## config.mk

```make
export PLATFORM = sky130hd
export DESIGN_NAME = fifo_wr_arbiter
export DESIGN_NICKNAME = d
export VERILOG_FILES = /design/src/rtl/fifo_wr_arbiter_pkg.sv /design/src/rtl/fifo_wr_arbiter_rr_pick.sv /design/src/rtl/fifo_wr_arbiter.sv
export SDC_FILE = /design/constraint.sdc
export NUM_CORES = 1
export LEC_CHECK = 0
export BUFFER_PORTS_ARGS = -buffer_cell sky130_fd_sc_hd__clkbuf_2
export CORE_MARGIN = 2
export CORE_UTILIZATION = 43
export DETAILED_ROUTE_END_ITERATION = 12
export GPL_ROUTABILITY_DRIVEN = 0
export PLACE_DENSITY_LB_ADDON = 0.12
export RECOVER_POWER = 100
export SYNTH_ARGS = -nofsm -noshare
export SYNTH_HDL_FRONTEND = slang
export SYNTH_SLANG_ARGS = --single-unit
```

## constraint.sdc

```tcl
create_clock -name clk -period 3 [get_ports clk]
set_clock_uncertainty 0.05 [all_clocks]
set_input_delay 0.3 -clock clk [delete_from_list [all_inputs] [get_ports clk]]
set_output_delay 0.3 -clock clk [all_outputs]
set_load 0.005 [all_outputs]
```

## src/rtl/fifo_wr_arbiter_pkg.sv

```systemverilog
// Shared types and defaults for the FIFO write arbiter.
package fifo_arb_pkg;

  typedef enum logic {
    IDLE   = 1'b0,
    LOCKED = 1'b1
  } arb_state_t;

  localparam int unsigned DEF_DEPTH  = 8;
  localparam int unsigned DEF_CNT_W  = 4;
  localparam int unsigned DEF_DATA_W = 8;

  // Round-robin successor of idx in a ring of n requesters.
  function automatic int unsigned rr_inc(input int unsigned idx, input int unsigned n);
    return (idx + 1 >= n) ? 0 : idx + 1;
  endfunction

endpackage

```

## src/rtl/fifo_wr_arbiter_rr_pick.sv

```systemverilog
// Combinational rotating-priority selector: first set request at or after i_base.
module rr_pick #(
  parameter int unsigned N     = 4,
  parameter int unsigned IDX_W = 2
) (
  input  logic [N-1:0]     i_req,
  input  logic [IDX_W-1:0] i_base,
  output logic             o_found,
  output logic [IDX_W-1:0] o_idx
);

  logic w_hit;

  // Scan N positions starting at i_base, wrapping; keep the first hit.
  always_comb begin
    w_hit = 1'b0;
    o_idx = '0;
    for (int unsigned k = 0; k < N; k++) begin
      if (!w_hit && i_req[(32'(i_base) + k) % N]) begin
        w_hit = 1'b1;
        o_idx = IDX_W'((32'(i_base) + k) % N);
      end
    end
    o_found = w_hit;
  end

endmodule

```

## src/rtl/fifo_wr_arbiter.sv

```systemverilog
// Round-robin write arbiter sharing one FIFO between NUM_REQ requesters,
// with packet locking and occupancy-based overflow protection.
module fifo_wr_arbiter
  import fifo_arb_pkg::*;
#(
  parameter int unsigned NUM_REQ = 4,
  parameter int unsigned DATA_W  = DEF_DATA_W,
  parameter int unsigned DEPTH   = DEF_DEPTH,
  parameter int unsigned CNT_W   = DEF_CNT_W
) (
  input  logic                        clk,
  input  logic                        rst,
  input  logic [NUM_REQ-1:0]          req_valid,
  input  logic [NUM_REQ-1:0]          req_last,
  input  logic [NUM_REQ*DATA_W-1:0]   req_data,
  output logic [NUM_REQ-1:0]          req_ready,
  input  logic [CNT_W-1:0]            fifo_cnt,
  output logic                        fifo_wr,
  output logic [DATA_W-1:0]           fifo_data_in,
  output logic                        lock_active,
  output logic [$clog2(NUM_REQ)-1:0]  owner_id
);

  localparam int unsigned IDX_W = $clog2(NUM_REQ);

  arb_state_t        r_state;
  arb_state_t        w_next_state;
  logic [IDX_W-1:0]  r_rr_ptr;
  logic [IDX_W-1:0]  r_owner;
  logic              r_wr;
  logic [DATA_W-1:0] r_data;
  logic              r_lock;

  logic              w_found;
  logic [IDX_W-1:0]  w_win;
  logic [CNT_W:0]    w_occ;
  logic              w_space_ok;
  logic              w_accept;
  logic [IDX_W-1:0]  w_sel;
  logic              w_sel_last;
  logic [DATA_W-1:0] w_sel_data;
  logic [IDX_W-1:0]  w_sel_inc;

  rr_pick #(
    .N     (NUM_REQ),
    .IDX_W (IDX_W)
  ) u_pick (
    .i_req   (req_valid),
    .i_base  (r_rr_ptr),
    .o_found (w_found),
    .o_idx   (w_win)
  );

  // The registered write still in flight counts as occupied; reads are not credited.
  assign w_occ      = {1'b0, fifo_cnt} + {{CNT_W{1'b0}}, r_wr};
  assign w_space_ok = w_occ < (CNT_W + 1)'(DEPTH);

  assign w_sel_last = req_last[w_sel];
  assign w_sel_data = req_data[32'(w_sel) * DATA_W +: DATA_W];
  assign w_sel_inc  = IDX_W'(rr_inc(32'(w_sel), NUM_REQ));

  // State register.
  always_ff @(posedge clk) begin
    if (rst) r_state <= IDLE;
    else     r_state <= w_next_state;
  end

  // Next state: lock on a non-final beat, release on the owner's final beat.
  always_comb begin
    w_next_state = r_state;
    case (r_state)
      IDLE:    if (w_accept && !w_sel_last) w_next_state = LOCKED;
      LOCKED:  if (w_accept &&  w_sel_last) w_next_state = IDLE;
      default: w_next_state = IDLE;
    endcase
  end

  // Grant decode: round-robin winner when idle, owner only when locked.
  always_comb begin
    req_ready = '0;
    w_accept  = 1'b0;
    w_sel     = r_owner;
    if (!rst) begin
      case (r_state)
        IDLE: begin
          if (w_found && w_space_ok) begin
            w_sel    = w_win;
            w_accept = 1'b1;
          end
        end
        LOCKED: begin
          if (req_valid[r_owner] && w_space_ok) w_accept = 1'b1;
        end
        default: ;
      endcase
      if (w_accept) req_ready[w_sel] = 1'b1;
    end
  end

  // Registered FIFO write port, ownership, pointer and lock flag.
  always_ff @(posedge clk) begin
    if (rst) begin
      r_rr_ptr <= '0;
      r_owner  <= '0;
      r_wr     <= 1'b0;
      r_data   <= '0;
      r_lock   <= 1'b0;
    end else begin
      r_wr   <= w_accept;
      r_lock <= (w_next_state == LOCKED);
      if (w_accept) begin
        r_data  <= w_sel_data;
        r_owner <= w_sel;
        if (w_sel_last) r_rr_ptr <= w_sel_inc;
      end
    end
  end

  assign fifo_wr      = r_wr;
  assign fifo_data_in = r_data;
  assign lock_active  = r_lock;
  assign owner_id     = r_owner;

endmodule

```

# Yosys cells after proc, flatten, opt, wreduce, memory -nomap -nowiden
# Cells that the tools add are included.
# op_classes
mux,37
shift,1
n_reduce_logical,13
n_bitwise,1
n_lt_le_gt_ge,10
n_addsub,5
# ops
cell,count
variable part select 32 x 6 -> 8 bit,1
less-than comparator 2 x 3 -> 1 bit (second input constant),7
2-to-1 mux 2 bit,9
2-to-1 mux 1 bit,17
binary-select mux 1 bit (select 2 bit),6
logical AND 1 bit,8
2-to-1 mux 4 bit,2
adder 4 x 1 -> 5 bit,1
less-than comparator 5 x 4 -> 1 bit (second input constant),1
adder 2 bit (second input constant),2
logical NOT 1 bit,4
one-hot mux 1 bit (2 select lines),2
adder 2 x 1 -> 3 bit (second input constant),1
>= comparator 3 bit (second input constant),1
adder 2 x 1 -> 2 bit (second input constant),1
demux 1 bit (select 2 bit),1
>= comparator 2 x 1 -> 1 bit (second input constant),1
AND reduction 2 bit,1
NOT 1 bit,1
# word_totals
wordCells,72
out_inout_bits,16
in_bits,46
regBits,14

# Logic depth before layout (Yosys ltp)
# Gate-level depths: netlist (run 1).
# logic_depth
depth_word,23
mapped_depth,7
ltp_nobuf,6

# Cells and area by module
# A second synthesis (run 1) with hierarchy kept.
# hier_totals
hier_cells,146
hier_area_um2,1214.9
# modules_own_cells
mod,area_per_inst_um2,cells_per_inst,instances,seq_area_each_um2
fifo_wr_arbiter,1137.3,131,1,280.3
rr_pick,77.6,15,1,0.0

# Worst setup path before layout (run 1)
# OpenSTA, ideal clock, no wires.
# synth_path
path_kind,register -> register
start,register (tool-made name)
end,register r_data[0] (netlist: fifo_data_in[0])
setup_slack_ps,727
setup_time_ps,117
arrival_time_ps,2106
stages_incl_launch_ff,8
period_less_slack_ps,2273
n_path_buf,2
required_ps,2833
path_cell_list,dfxtp_1 -> clkbuf_1 -> or4_1 -> nand2_1 -> o31a_1 -> buf_6 -> mux4_2 -> a22o_1
# synth_lines
element,line_no,text
end signal: assignment,fifo_wr_arbiter.sv:112,r_data <= w_sel_data;
end: declaration,fifo_wr_arbiter.sv:31,logic [DATA_W-1:0] r_data;

# Worst setup path in the final report (run 1)
# layout_path
start,register r_wr (netlist: fifo_wr)
end,output req_ready[2]
# layout_between
elab_chain_len,12
elab_cells_between_ends,18
cone_classes,add/sub: 1; order compare: 3; mux: 11; reduce/logical: 3
# layout_lines
element,line_no,text
start: declaration,fifo_wr_arbiter.sv:30,logic r_wr;
start signal: assignment,fifo_wr_arbiter.sv:109,r_wr <= w_accept;
adder 4 x 1 -> 5 bit (*),fifo_wr_arbiter.sv:55,"assign w_occ = {1'b0, fifo_cnt} + {{CNT_W{1'b0}}, r_wr};"
less-than comparator 5 x 4 -> 1 bit (*),fifo_wr_arbiter.sv:56,assign w_space_ok = w_occ < (CNT_W + 1)'(DEPTH);
logical AND 1 bit,fifo_wr_arbiter.sv:86,if (w_found && w_space_ok) begin
2-to-1 mux 2 bit,fifo_wr_arbiter.sv:86,
2-to-1 mux 2 bit,fifo_wr_arbiter.sv:84,case (r_state)
2-to-1 mux 2 bit,fifo_wr_arbiter.sv:83,if (!rst) begin
less-than comparator 2 x 3 -> 1 bit (implied by the code) or >= comparator 2 x 1 -> 1 bit (tied branches),fifo_wr_arbiter.sv:96,if (w_accept) req_ready[w_sel] = 1'b1;
logical AND 1 bit (implied by the code),fifo_wr_arbiter.sv:96,
2-to-1 mux 1 bit (implied by the code),fifo_wr_arbiter.sv:96,
demux 1 bit (select 2 bit),fifo_wr_arbiter.sv:96,
2-to-1 mux 4 bit (*),fifo_wr_arbiter.sv:96,
2-to-1 mux 4 bit (*),fifo_wr_arbiter.sv:83,
end: declaration,fifo_wr_arbiter.sv:16,"output logic [NUM_REQ-1:0] req_ready,"
# Every way passes the cells marked *; elsewhere a longest branch is shown, timed or not. The select of a mux whose other input is x is not followed.

==> run summary, run 1 <==
Cell count after synthesis: 97
Starting DRT DRC Count: 14
Initial antenna violation count: 0
Clk_lat worst skew: 0.27 ns
Required time worst endpoint: 2.65 ns
Avg Vias per Cell: 5.839
Post-Syn Area: 1028 um2
Status: finished, final reports clean
Final cycle utilization of the critical path: 84.22%
DRC Markers: 0
Worst hold margin: 0.2380 ns
CTS resizes: 0
Final hold violations: 0
ANT nets after route: 0
Number of port buffers: 61
RSZ-0062 raised after global routing: false
# Post-CTS Setup Buffers: 0
Initial core utilization: 46.05%
# nets final: 206
Die width: 52.91 um
DR vias: 1,086
Slowest-stage cell, CP: a21oi_1
Placed cells: 183
Crit-path cells: a41o_1 -> or2_1 -> a21oi_1 -> nand2_1 -> nor2_1 -> clkbuf_2
WP data arrival: 2.18 ns
CP delay by family, top: compound AO/OA/AOI/OAI gates
Clock sinks: 14
Rel. slew slack: 56.03%
Ys Warns: 0
Post-synth EDFFs: 0
CTS Buf Count: 3
CP max stage delay: 0.47 ns
WL/cell: 15.44 um
H-tree depth: 1
Global-route wire length before repair: 4.409 mm
Core area: 2233 um2
Fin. max-slew vios: 0
Hpwl dp: 2.361 mm
Die H: 52.91 um
Drt total wl: 2.871 mm
Fin crit period: 2.527 ns
# Max-Cap Violations: 0
Vias in the first global route: 1,013
Layout cells sized above 1: 53.16%
Crit path kind: reg -> out
F_max: 395.8 MHz
CP max FO: 7
Hold_buf cts: 0
Lkg Pwr: 0.6224 nW
Register area: 280.3 um2
Io pins: 62
WP buf/inv: 1
Syn avg cell area: 10.60 um2
CP endpoint kind: output pin
GRT Util Overall: 21.65%
Non-filler cells, final: 186
Clock buffer depth: 2
Clk slew on worst S/H paths: 0.08 ns
Sequential fraction of the synthesis area: 27.25%
Setup crit start kind: flop
Post-synth cell types: 38
Row Count: 17
Post-synth top area share: 27.25%
Total grt overflow: 0
Root Driver: clkbuf_4
Setup WS pre-CTS: 0.5415 ns
Seq cells post-synth: 14
Worst setup margin: 0.4734 ns
Multi-input gate area: 714.4 um2
Setup_tns: 0 ns
CTS tree: built
Synth async-reset ratio: 0%
Pwr dens: 379.8 nW/um2
Final Setup Violations: 0
Pin count of the biggest net entering global routing: 12
Maximum vdd ir drop: 0.0002799 V
Area leader, netlist: dfxtp_1
Ranking of synthesized cells by area: dfxtp_1 27%, mux4_2 20%, a22o_1 6.8%, mux2_2 4.4%, nand2_1 3.3%
# fillers: 222
Ant. Diodes: 0
Area growth, synth to finish: 32.85%
Die ar.: 2799 um2
Syn Nets: 143
Worst-Margin Slew: 0.6572 ns
Top_reg_cell synth: dfxtp_1
1st-pass router iterations: 5
Hold WC Path Type: in -> reg
-- layer usage --
layer	vias to the layer above	wire (um)	global-route usage [%]
met2	49	1502	36.46
li1	509	-	-
met5	-	0	0
met4	0	38	9.829
met3	4	194	4.802
met1	524	1136	26.10
-- layout by cell type, fill, tap and decap left out, drive strengths merged --
cell type and count:
nand3 1, nor3b 1, o211ai 2, a22o 8, a21oi 3, o311a 1
mux2 4, nor4 2, o221ai 2, a21o 1, nand2 9, o41ai 1
dfxtp 14, o21ba 1, a32o 1, nor2 11, nand2b 1, nor2b 4
a2111o 1, or2 3, or4 1, or3b 1, buf 2, clkbuf 65
o31a 1, mux2i 2, nor4b 1, and2b 1, a41o 1, a211oi 1
o31ai 2, mux4 9
-- worst reg2reg max path, stage by stage (launching register included) --
cell and delay (ns):
dfxtp_1 0.32, a41o_1 0.27, or4_1 0.45, nand2_1 0.14, o31a_1 0.15, clkbuf_2 0.28, mux4_2 0.54, a22o_1 0.19
-- registers in the layout (all words and copies together) (netlist names), named ones only --
register,flops
owner_id,2
r_rr_ptr,2
fifo_wr,1
fifo_data_in,8
-- stage by stage --
stage | utilization (%) | power [mW] | area, um2
finish | 61.18 | 0.5190 | 1366
global route | 61.18 | 0.5498 | 1366
CTS | 61.79 | 0.5267 | 1380
detailed placement | 60.78 | 0.4225 | 1358
global placement | 60.78 | 0.4163 | 1358
floorplan | - | 0.3509 | 1028
-- Yosys cell counts, types with 2 or more instances --
| library cell | count |
|---|---|
| nor2_1 | 9 |
| a21oi_1 | 3 |
| nor2_2 | 2 |
| nand2_1 | 9 |
| a22o_1 | 8 |
| clkbuf_1 | 4 |
| nor2b_1 | 4 |
| dfxtp_1 | 14 |
| mux4_2 | 9 |
| mux2_2 | 4 |
| or2_2 | 2 |
| o221ai_1 | 2 |
| mux2i_1 | 2 |
-- kinds of logic (layout without fill, tap and decap cells) --
kind of cell / after synthesis / after routing / share of synthesized area [%]
compound gates: 26 / 26 / 22.02
flops: 14 / 14 / 27.25
mux: 15 / 15 / 26.03
simple gates: 36 / 36 / 21.41
buf+inv: 6 / 67 / 3.284
-- final timing paths --
path                                startpoint                           end  slack [ns]  cells after the start
setup / recovery            fifo_wr$_SDFF_PP0_                  req_ready[2]        0.47                      6
hold / removal                             rst      owner_id[0]$_SDFFE_PP0P_        0.24                      2
setup reg to reg            fifo_wr$_SDFF_PP0_  fifo_data_in[5]$_SDFFE_PP0P_        0.51                      7
hold reg to reg   fifo_data_in[0]$_SDFFE_PP0P_  fifo_data_in[0]$_SDFFE_PP0P_        0.44                      1
-- power breakdown --
group	internal, mW	switching (mW)
Combinational	0.104	0.0876
Clock	0.0465	0.0584
Sequential	0.204	0.0179
-- final cells by class --
cell class	instances	share of cell area, %
multi-input cells	77	52.29
well taps	28	2.564
flip-flops and latches	14	20.51
clock buffers	3	1.648
repair buffers	64	22.99
Power figures use the tool's default switching activity.
==> run 2, diff against run 1 <==
--- a/config.mk
+++ b/config.mk
@@ -5,9 +5,10 @@
 export SDC_FILE = /design/constraint.sdc
 export NUM_CORES = 1
 export LEC_CHECK = 0
+export ABC_AREA = 1
 export BUFFER_PORTS_ARGS = -buffer_cell sky130_fd_sc_hd__clkbuf_2
 export CORE_MARGIN = 2
-export CORE_UTILIZATION = 43
+export CORE_UTILIZATION = 42
 export DETAILED_ROUTE_END_ITERATION = 12
 export GPL_ROUTABILITY_DRIVEN = 0
 export PLACE_DENSITY_LB_ADDON = 0.12
==> constraint.sdc (replaced) <==
create_clock -name clk -period 2.25 [get_ports clk]
set_clock_uncertainty 0.05 [all_clocks]
set_input_delay 0.225 -clock clk [delete_from_list [all_inputs] [get_ports clk]]
set_output_delay 0.225 -clock clk [all_outputs]
set_load 0.005 [all_outputs]
==> run 2 against run 1 <==
Cell count increased by 73%; clock-buffer cell count rose by 1; sequential share of layout area down 5.7 points; power rose to 2.5 times the previous value; critical path type unchanged; largest cell class unchanged.
==> run summary, run 2 <==
Status: finished, final reports clean (unchanged)
Max FFs per register: 8 (unchanged)
Post-synth top area share: 21.75% (was 27.25%)
Initial antenna violation count: 0 (unchanged)
CP max FO: 7 (unchanged)
Area post-placement: 1627 um2 (was 1358 um2)
Layout cells sized above 1: 46.88% (was 53.16%)
Clk_lat worst skew: 0.28 ns (was 0.27 ns)
Maximum vdd ir drop: 0.0003837 V (was 0.0002799 V)
Area growth, synth to finish: 50.87% (was 32.85%)
Number of port buffers: 61 (unchanged)
Total grt overflow: 0 (unchanged)
Post-synth cell types: 28 (was 38)
Sequential fraction of the synthesis area: 21.75% (was 27.25%)
Hold path depth: 2 (unchanged)
CP max stage delay: 0.38 ns (was 0.47 ns)
Hpwl dp: 2.695 mm (was 2.361 mm)
Die ar.: 3528 um2 (was 2799 um2)
Most frequent cells in the layout: 53 x clkbuf_2, 43 x nand2_1, 25 x inv_1, 21 x o21ai_1, 20 x nand3_1 (was 56 x clkbuf_2, 14 x dfxtp_1, 9 x nor2_1, 9 x mux4_2, 9 x nand2_1)
Worst setup path start: r_rr_ptr[1]$_SDFFE_PP0P_ (was fifo_wr$_SDFF_PP0_)
WL/cell: 12.05 um (was 15.44 um)
1st-pass router iterations: 4 (was 5)
Setup_tns: 0 ns (unchanged)
# Max-Cap Violations: 0 (unchanged)
Syn avg cell area: 5.966 um2 (was 10.60 um2)
Initial core utilization: 43.28% (was 46.05%)
Rel. slew slack: 71.17% (was 56.03%)
# nets final: 335 (was 206)
GRT Util Overall: 20.93% (was 21.65%)
Post-Syn Area: 1289 um2 (was 1028 um2)
Synth async-reset ratio: 0% (unchanged)
Sw Share: 43.21% (was 31.57%)
Pwr dens: 668.5 nW/um2 (was 379.8 nW/um2)
WP data arrival: 1.94 ns (was 2.18 ns)
Top cells by count, synth: 59 x nand2_1, 27 x nand3_1, 26 x inv_1 (was 14 x dfxtp_1, 9 x mux4_2, 9 x nand2_1, 9 x nor2_1, 8 x a22o_1)
Seq cells post-synth: 14 (unchanged)
Slowest-stage cell, CP: dfxtp_4 (was a21oi_1)
Final Setup Violations: 0 (unchanged)
Clk slew on worst S/H paths: 0.09 ns (was 0.08 ns)
Syn Nets: 262 (was 143)
Most frequent cell after synthesis: nand2_1 (was dfxtp_1)
Post-synth EDFFs: 0 (unchanged)
Clock sinks: 14 (unchanged)
Core area: 2978 um2 (was 2233 um2)
DR vias: 1,600 (was 1,086)
Pin count of the biggest net entering global routing: 26 (was 12)
Worst-Margin Slew: 0.4325 ns (was 0.6572 ns)
H-tree depth: 1 (unchanged)
CTS Buf Count: 3 (unchanged)
CP delay by family, top: simple AND/OR/NAND/NOR gates (was compound AO/OA/AOI/OAI gates)
Fin util: 65.29% (was 61.18%)
Lkg Pwr: 1.028 nW (was 0.6224 nW)
Sequential Power Share: 26.1% (was 42.8%)
Setup WS pre-CTS: -0.02437 ns (was 0.5415 ns)
Worst setup margin: 0.03418 ns (was 0.4734 ns)
Vias in the first global route: 1,360 (was 1,013)
Crit path top cell by count: nand2_2
Final hold violations: 0 (unchanged)
Ant. Diodes: 0 (unchanged)
WP buf/inv: 3 (was 1)
Final Cell Area: 1944 um2 (was 1366 um2)
Critical hold path startpoint: rst (unchanged)
Fin crit period: 2.216 ns
F_max: 451.3 MHz
Crit path kind: reg -> out (unchanged)
Starting DRT DRC Count: 67 (was 14)
Row Count: 20 (was 17)
Clock buffer depth: 2 (unchanged)
Worst hold path endpoint: owner_id[0]$_SDFFE_PP0P_ (unchanged)
Final cycle utilization of the critical path: 98.48%
Avg Vias per Cell: 4.984 (was 5.839)
ANT nets after route: 0 (unchanged)
Area leader, netlist: dfxtp_1 (unchanged)
Die width: 59.40 um (was 52.91 um)
Cell count after synthesis: 216 (was 97)
Setup crit start kind: flop (unchanged)
Root Driver: clkbuf_4 (unchanged)
Die H: 59.40 um (was 52.91 um)
Fin. max-slew vios: 0 (unchanged)
R2r endpoint: r_rr_ptr[1]$_SDFFE_PP0P_ (was fifo_data_in[5]$_SDFFE_PP0P_)
Top_reg_cell synth: dfxtp_1 (unchanged)
Drt total wl: 3.867 mm (was 2.871 mm)
Commonest non-fill, non-tap cell in the layout: clkbuf_2 (unchanged)
Switching pwr: 0.5617 mW (was 0.1639 mW)
Hold WC Path Type: in -> reg (unchanged)
Proportion of power drawn by combinational gates: 59.8% (was 37.0%)
Clock power frac: 14.1% (was 20.2%)
Internal: 0.7381 mW (was 0.3551 mW)
Critical R2R Launch: r_rr_ptr[1]$_SDFFE_PP0P_ (was fifo_wr$_SDFF_PP0_)
Io pins: 62 (unchanged)
Crit-path cells: inv_4 -> nand2_1 -> nand2_2 -> nand2_2 -> nand2_2 -> nor2_4 -> nand3_2 -> nand2_4 -> inv_4 -> a31oi_4 -> nor2_4 -> nand2_2 -> nor2_1 -> buf_2 (was a41o_1 -> or2_1 -> a21oi_1 -> nand2_1 -> nor2_1 -> clkbuf_2)
Ranking of synthesized cells by area: dfxtp_1 22%, nand2_1 17%, nand3_1 10%, inv_1 7.6%, a21oi_1 7.0% (was dfxtp_1 27%, mux4_2 20%, a22o_1 6.8%, mux2_2 4.4%, nand2_1 3.3%)
CP endpoint kind: output pin (unchanged)
Ys Warns: 0 (unchanged)
R2R depth: 18 (was 7)
RSZ-0062 raised after global routing: true (was false)
Worst R2R Setup Slack: 0.05 ns (was 0.51 ns)
CTS tree: built (unchanged)
Hold_buf cts: 0 (unchanged)
Required time worst endpoint: 1.98 ns (was 2.65 ns)
DRC Markers: 0 (unchanged)
# fillers: 290 (was 222)
Global-route wire length before repair: 5.754 mm (was 4.409 mm)
run 2: cell count changes in the layout (fill, tap and decap cells not counted), sizes merged, moves of 8 or more:
cell	change
a21oi	+18
a22o	-8
mux4	-9
o21ai	+27
inv	+30
buf	+16
nand2	+57
nand3	+29
run 2: power groups by stage:
| stage | Combinational [mW] | Sequential, mW | Clock, mW |
|---|---|---|---|
| after floorplan | 0.423 | 0.335 | 0 |
| after global placement | 0.588 | 0.342 | 0 |
| after detailed placement | 0.588 | 0.342 | 0 |
| after CTS | 0.596 | 0.337 | 0.184 |
| after global routing | 0.862 | 0.345 | 0.201 |
| final | 0.777 | 0.339 | 0.184 |
run 2: repair_timing:
action	CTS	global route
endpoints found under the setup margin	12	14
resized for setup	3	54
gates cloned	0	2
buffers inserted	1	8
pin swaps	0	23
run 2: worst max path at each step:
stage | end | slack, ns | depth (start not counted)
floorplan | r_rr_ptr[1]$_SDFFE_PP0P_ | 0.28 | 18
global placement | r_rr_ptr[1]$_SDFFE_PP0P_ | 0.01 | 18
detailed placement | fifo_data_in[7]$_SDFFE_PP0P_ | -0.02 | 18
CTS | req_ready[0] | 0.003 | 15
global route | req_ready[0] | -0.11 | 15
finish | req_ready[0] | 0.03 | 14
run 2: cells by family after synthesis:
logic type,Yosys count,share of synthesized area [%]
xor+xnor,1,0.6797
compound gates,49,21.46
simple gates,112,40.87
buf+inv,40,15.24
flops,14,21.75
run 2: per-stage QoR:
| stage | hold WS [ns] | power, mW | instances |
|---|---|---|---|
| after CTS | 0.1166 | 1.117 | 311 |
| after global placement | 0.4123 | 0.9304 | 306 |
| after floorplan | 0.2474 | 0.7572 | 216 |
| final | 0.1401 | 1.300 | 321 |
| after detailed placement | 0.4105 | 0.9301 | 306 |
| after global routing | 0.1517 | 1.408 | 321 |
run 2: layout make-up:
type / count / area [um2] / share of cell area (%)
inverters: 30 / 122.6 / 6.306
clock buffers: 4 / 36.28 / 1.866
well taps: 33 / 41.29 / 2.124
flip-flops and latches: 14 / 287.8 / 14.80
multi-input cells: 162 / 958.4 / 49.29
repair buffers: 78 / 498.0 / 25.61
run 2: metal layers:
metal,track usage [%],wire length [um]
met1,26.76,1616
met2,36.58,2059
met3,3.275,192
met4,4.870,0
met5,0,0
==> run 3, diff against run 2 <==
--- a/config.mk
+++ b/config.mk
@@ -12,7 +12,6 @@
 export DETAILED_ROUTE_END_ITERATION = 12
 export GPL_ROUTABILITY_DRIVEN = 0
 export PLACE_DENSITY_LB_ADDON = 0.12
-export RECOVER_POWER = 100
 export SYNTH_ARGS = -nofsm -noshare
 export SYNTH_HDL_FRONTEND = slang
 export SYNTH_SLANG_ARGS = --single-unit
==> constraint.sdc (replaced) <==
create_clock -name clk -period 2.25 [get_ports clk]
set_clock_uncertainty 0.05 [all_clocks]
set_input_delay 0.1125 -clock clk [delete_from_list [all_inputs] [get_ports clk]]
set_output_delay 0.1125 -clock clk [all_outputs]
set_load 0.005 [all_outputs]
==> run 3 against run 2 <==
Routed wire length shrank 1.3%; clock power is essentially flat; non-clock buffer count grew 13; highest routed layer is now met4; hold slack lost 0.096 ns; fmax grew 0.43%; critical path type is now reg -> reg; first-iteration DRC count shrank 18%; power grew 2.1%; sequential power shrank 3%; critical endpoint is now r_rr_ptr[1]$_SDFFE_PP0P_; critical path depth grew 5.
==> run summary, run 3 (synthesis gave the netlist of run 2 again) <==
Starting DRT DRC Count: 55 (was 67)
F_max: 453.3 MHz (was 451.3 MHz)
Slowest-stage cell, CP: dfxtp_2 (was dfxtp_4)
Lkg Pwr: 1.092 nW (was 1.028 nW)
Fin. max-slew vios: 0 (unchanged)
Most frequent cells in the layout: 58 x clkbuf_2, 41 x nand2_1, 24 x inv_1, 22 x nand3_1 (was 53 x clkbuf_2, 43 x nand2_1, 25 x inv_1, 21 x o21ai_1, 20 x nand3_1)
Drt total wl: 3.817 mm (was 3.867 mm)
CP endpoint kind: flop (was output pin)
Worst-Margin Slew: 0.3908 ns (was 0.4325 ns)
DR vias: 1,631 (was 1,600)
Hold WC Path Type: in -> reg (unchanged)
Clk_lat worst skew: 0.28 ns (about the same)
Max FFs per register: 8 (unchanged)
Core area: 2978 um2 (unchanged)
Maximum vdd ir drop: 0.0003923 V (was 0.0003837 V)
Hold path depth: 2 (unchanged)
Total grt overflow: 0 (unchanged)
# Max-Cap Violations: 0 (unchanged)
Avg Vias per Cell: 4.883 (was 4.984)
Pwr dens: 664.1 nW/um2 (was 668.5 nW/um2)
Initial core utilization: 43.28% (unchanged)
CTS Buf Count: 3 (unchanged)
Die H: 59.40 um (unchanged)
Worst hold margin: 0.04416 ns (was 0.1401 ns)
Critical R2R Launch: r_rr_ptr[0]$_SDFFE_PP0P_ (was r_rr_ptr[1]$_SDFFE_PP0P_)
Clock buffer depth: 2 (unchanged)
Final hold violations: 0 (unchanged)
Clk slew on worst S/H paths: 0.09 ns (about the same)
Hold_buf cts: 0 (unchanged)
CP delay by family, top: simple AND/OR/NAND/NOR gates (unchanged)
# nets final: 348 (was 335)
Layout cells sized above 1: 49.17% (was 46.88%)
# fillers: 289 (was 290)
Final Setup Violations: 0 (unchanged)
CTS tree: built (unchanged)
Critical hold path startpoint: rst (unchanged)
Clock sinks: 14 (unchanged)
RSZ-0062 raised after global routing: true (unchanged)
Final cycle utilization of the critical path: 98.05% (was 98.48%)
Die ar.: 3528 um2 (unchanged)
Row Count: 20 (unchanged)
Area growth, synth to finish: 55.05% (was 50.87%)
ANT nets after route: 0 (unchanged)
Commonest non-fill, non-tap cell in the layout: clkbuf_2 (unchanged)
Crit-path cells: buf_6 -> inv_8 -> nand2_2 -> nand3_2 -> nand2_2 -> nor2_4 -> nand3_2 -> nand2_4 -> inv_4 -> buf_4 -> nand3_4 -> nand3_4 -> buf_8 -> nand3_1 -> nand3_1 -> nand2_2 -> nand3_1 -> nand2_2 -> nor2_2 (was inv_4 -> nand2_1 -> nand2_2 -> nand2_2 -> nand2_2 -> nor2_4 -> nand3_2 -> nand2_4 -> inv_4 -> a31oi_4 -> nor2_4 -> nand2_2 -> nor2_1 -> buf_2)
Number of port buffers: 61 (unchanged)
Met2 Resource Use GR: 38.15% (was 36.58%)
Status: finished, final reports clean (unchanged)
Met3 Track Usage GR: 5.459% (was 3.275%)
H-tree depth: 1 (unchanged)
Worst R2R Setup Slack: 0.04 ns (was 0.05 ns)
CP max stage delay: 0.34 ns (was 0.38 ns)
Global-route wire length before repair: 6.016 mm (was 5.754 mm)
Pin count of the biggest net entering global routing: 18 (was 26)
Rel. slew slack: 73.75% (was 71.17%)
Required time worst endpoint: 2.38 ns (was 1.98 ns)
GR Util met1: 25.60% (was 26.76%)
Hpwl dp: 2.850 mm (was 2.695 mm)
GRT Util Overall: 22.02% (was 20.93%)
Die width: 59.40 um (unchanged)
R2r endpoint: r_rr_ptr[1]$_SDFFE_PP0P_ (unchanged)
Setup crit start kind: flop (unchanged)
Vias in the first global route: 1,504 (was 1,360)
R2R depth: 19 (was 18)
WL/cell: 11.43 um (was 12.05 um)
Initial antenna violation count: 0 (unchanged)
GR peak layer: met2 (unchanged)
Fin crit period: 2.206 ns (was 2.216 ns)
Worst hold path endpoint: owner_id[1]$_SDFFE_PP0P_ (was owner_id[0]$_SDFFE_PP0P_)
DRC Markers: 0 (unchanged)
Crit path top cell by count: nand2_2 (unchanged)
1st-pass router iterations: 4 (unchanged)
CP max FO: 11 (was 7)
Ant. Diodes: 0 (unchanged)
Root Driver: clkbuf_4 (unchanged)
WP data arrival: 2.34 ns (was 1.94 ns)
PnR Total Power: 1.327 mW (was 1.300 mW)
Io pins: 62 (unchanged)
Crit path kind: reg -> reg (was reg -> out)
WP buf/inv: 5 (was 3)
==> run 3: power breakdown <==
group | total [mW] | switching (mW) | internal, mW
logic | 0.817 | 0.436 | 0.381
registers | 0.329 | 0.0334 | 0.296
clock network | 0.181 | 0.0823 | 0.0984
total | 1.33 | 0.552 | 0.775
==> run 3: cell type report <==
type / count / area [um2] / share of cell area, %
multi-input cells: 162 / 922.1 / 46.15
clock buffers: 4 / 36.28 / 1.816
well taps: 33 / 41.29 / 2.066
repair buffers: 91 / 590.6 / 29.56
flip-flops and latches: 14 / 282.8 / 14.15
inverters: 30 / 125.1 / 6.262
==> run 3: worst max path at each step <==
stage                                        start  slack [ns]  cells past startpoint                           end
final                     r_rr_ptr[0]$_SDFFE_PP0P_        0.04                     19      r_rr_ptr[1]$_SDFFE_PP0P_
after global routing      r_rr_ptr[0]$_SDFFE_PP0P_       -0.13                     18  fifo_data_in[3]$_SDFFE_PP0P_
after CTS                 r_rr_ptr[0]$_SDFFE_PP0P_      -0.001                     17                  req_ready[0]
after detailed placement  r_rr_ptr[0]$_SDFFE_PP0P_       -0.16                     15                  req_ready[0]
after global placement    r_rr_ptr[0]$_SDFFE_PP0P_       -0.12                     15                  req_ready[2]
after floorplan           r_rr_ptr[0]$_SDFFE_PP0P_        0.28                     18      r_rr_ptr[1]$_SDFFE_PP0P_
==> run 3: per-stage QoR <==
stage               cell area, um2  worst slack (ns)  util [%]  setup TNS (ns)  cells
CTS                           1782         -0.001256     59.83       -0.001256    324
floorplan                     1289            0.2790         -               0    216
finish                        1998           0.04377     67.10               0    334
global placement              1704           -0.1239     57.23         -0.7264    318
global route                  1998           -0.1306     67.10          -1.211    334
detailed placement            1704           -0.1592     57.23         -0.9488    318
==> run 3: repair_timing <==
item / CTS / global route
gates cloned: 0 / 1
pin swaps: 1 / 10
gates resized for setup: 9 / 45
buffers inserted: 2 / 9
setup endpoints to repair: 14 / 15
==> run 3: metal layers <==
metal	vias to the layer above	wire length, um
met5	-	0
met3	4	142
met1	723	1674
met2	29	1962
li1	875	-
met4	0	38
==> run 3: worst reg2reg max path, cell delays in order, from the launching register on <==
cell and delay (ns):
dfxtp_2 0.34, buf_6 0.13, inv_8 0.07, nand2_2 0.06, nand3_2 0.08, nand2_2 0.08, nor2_4 0.15, nand3_2 0.10
nand2_4 0.08, inv_4 0.04, buf_4 0.13, nand3_4 0.08, nand3_4 0.12, buf_8 0.17, nand3_1 0.06, nand3_1 0.10
nand2_2 0.10, nand3_1 0.09, nand2_2 0.07, nor2_2 0.03
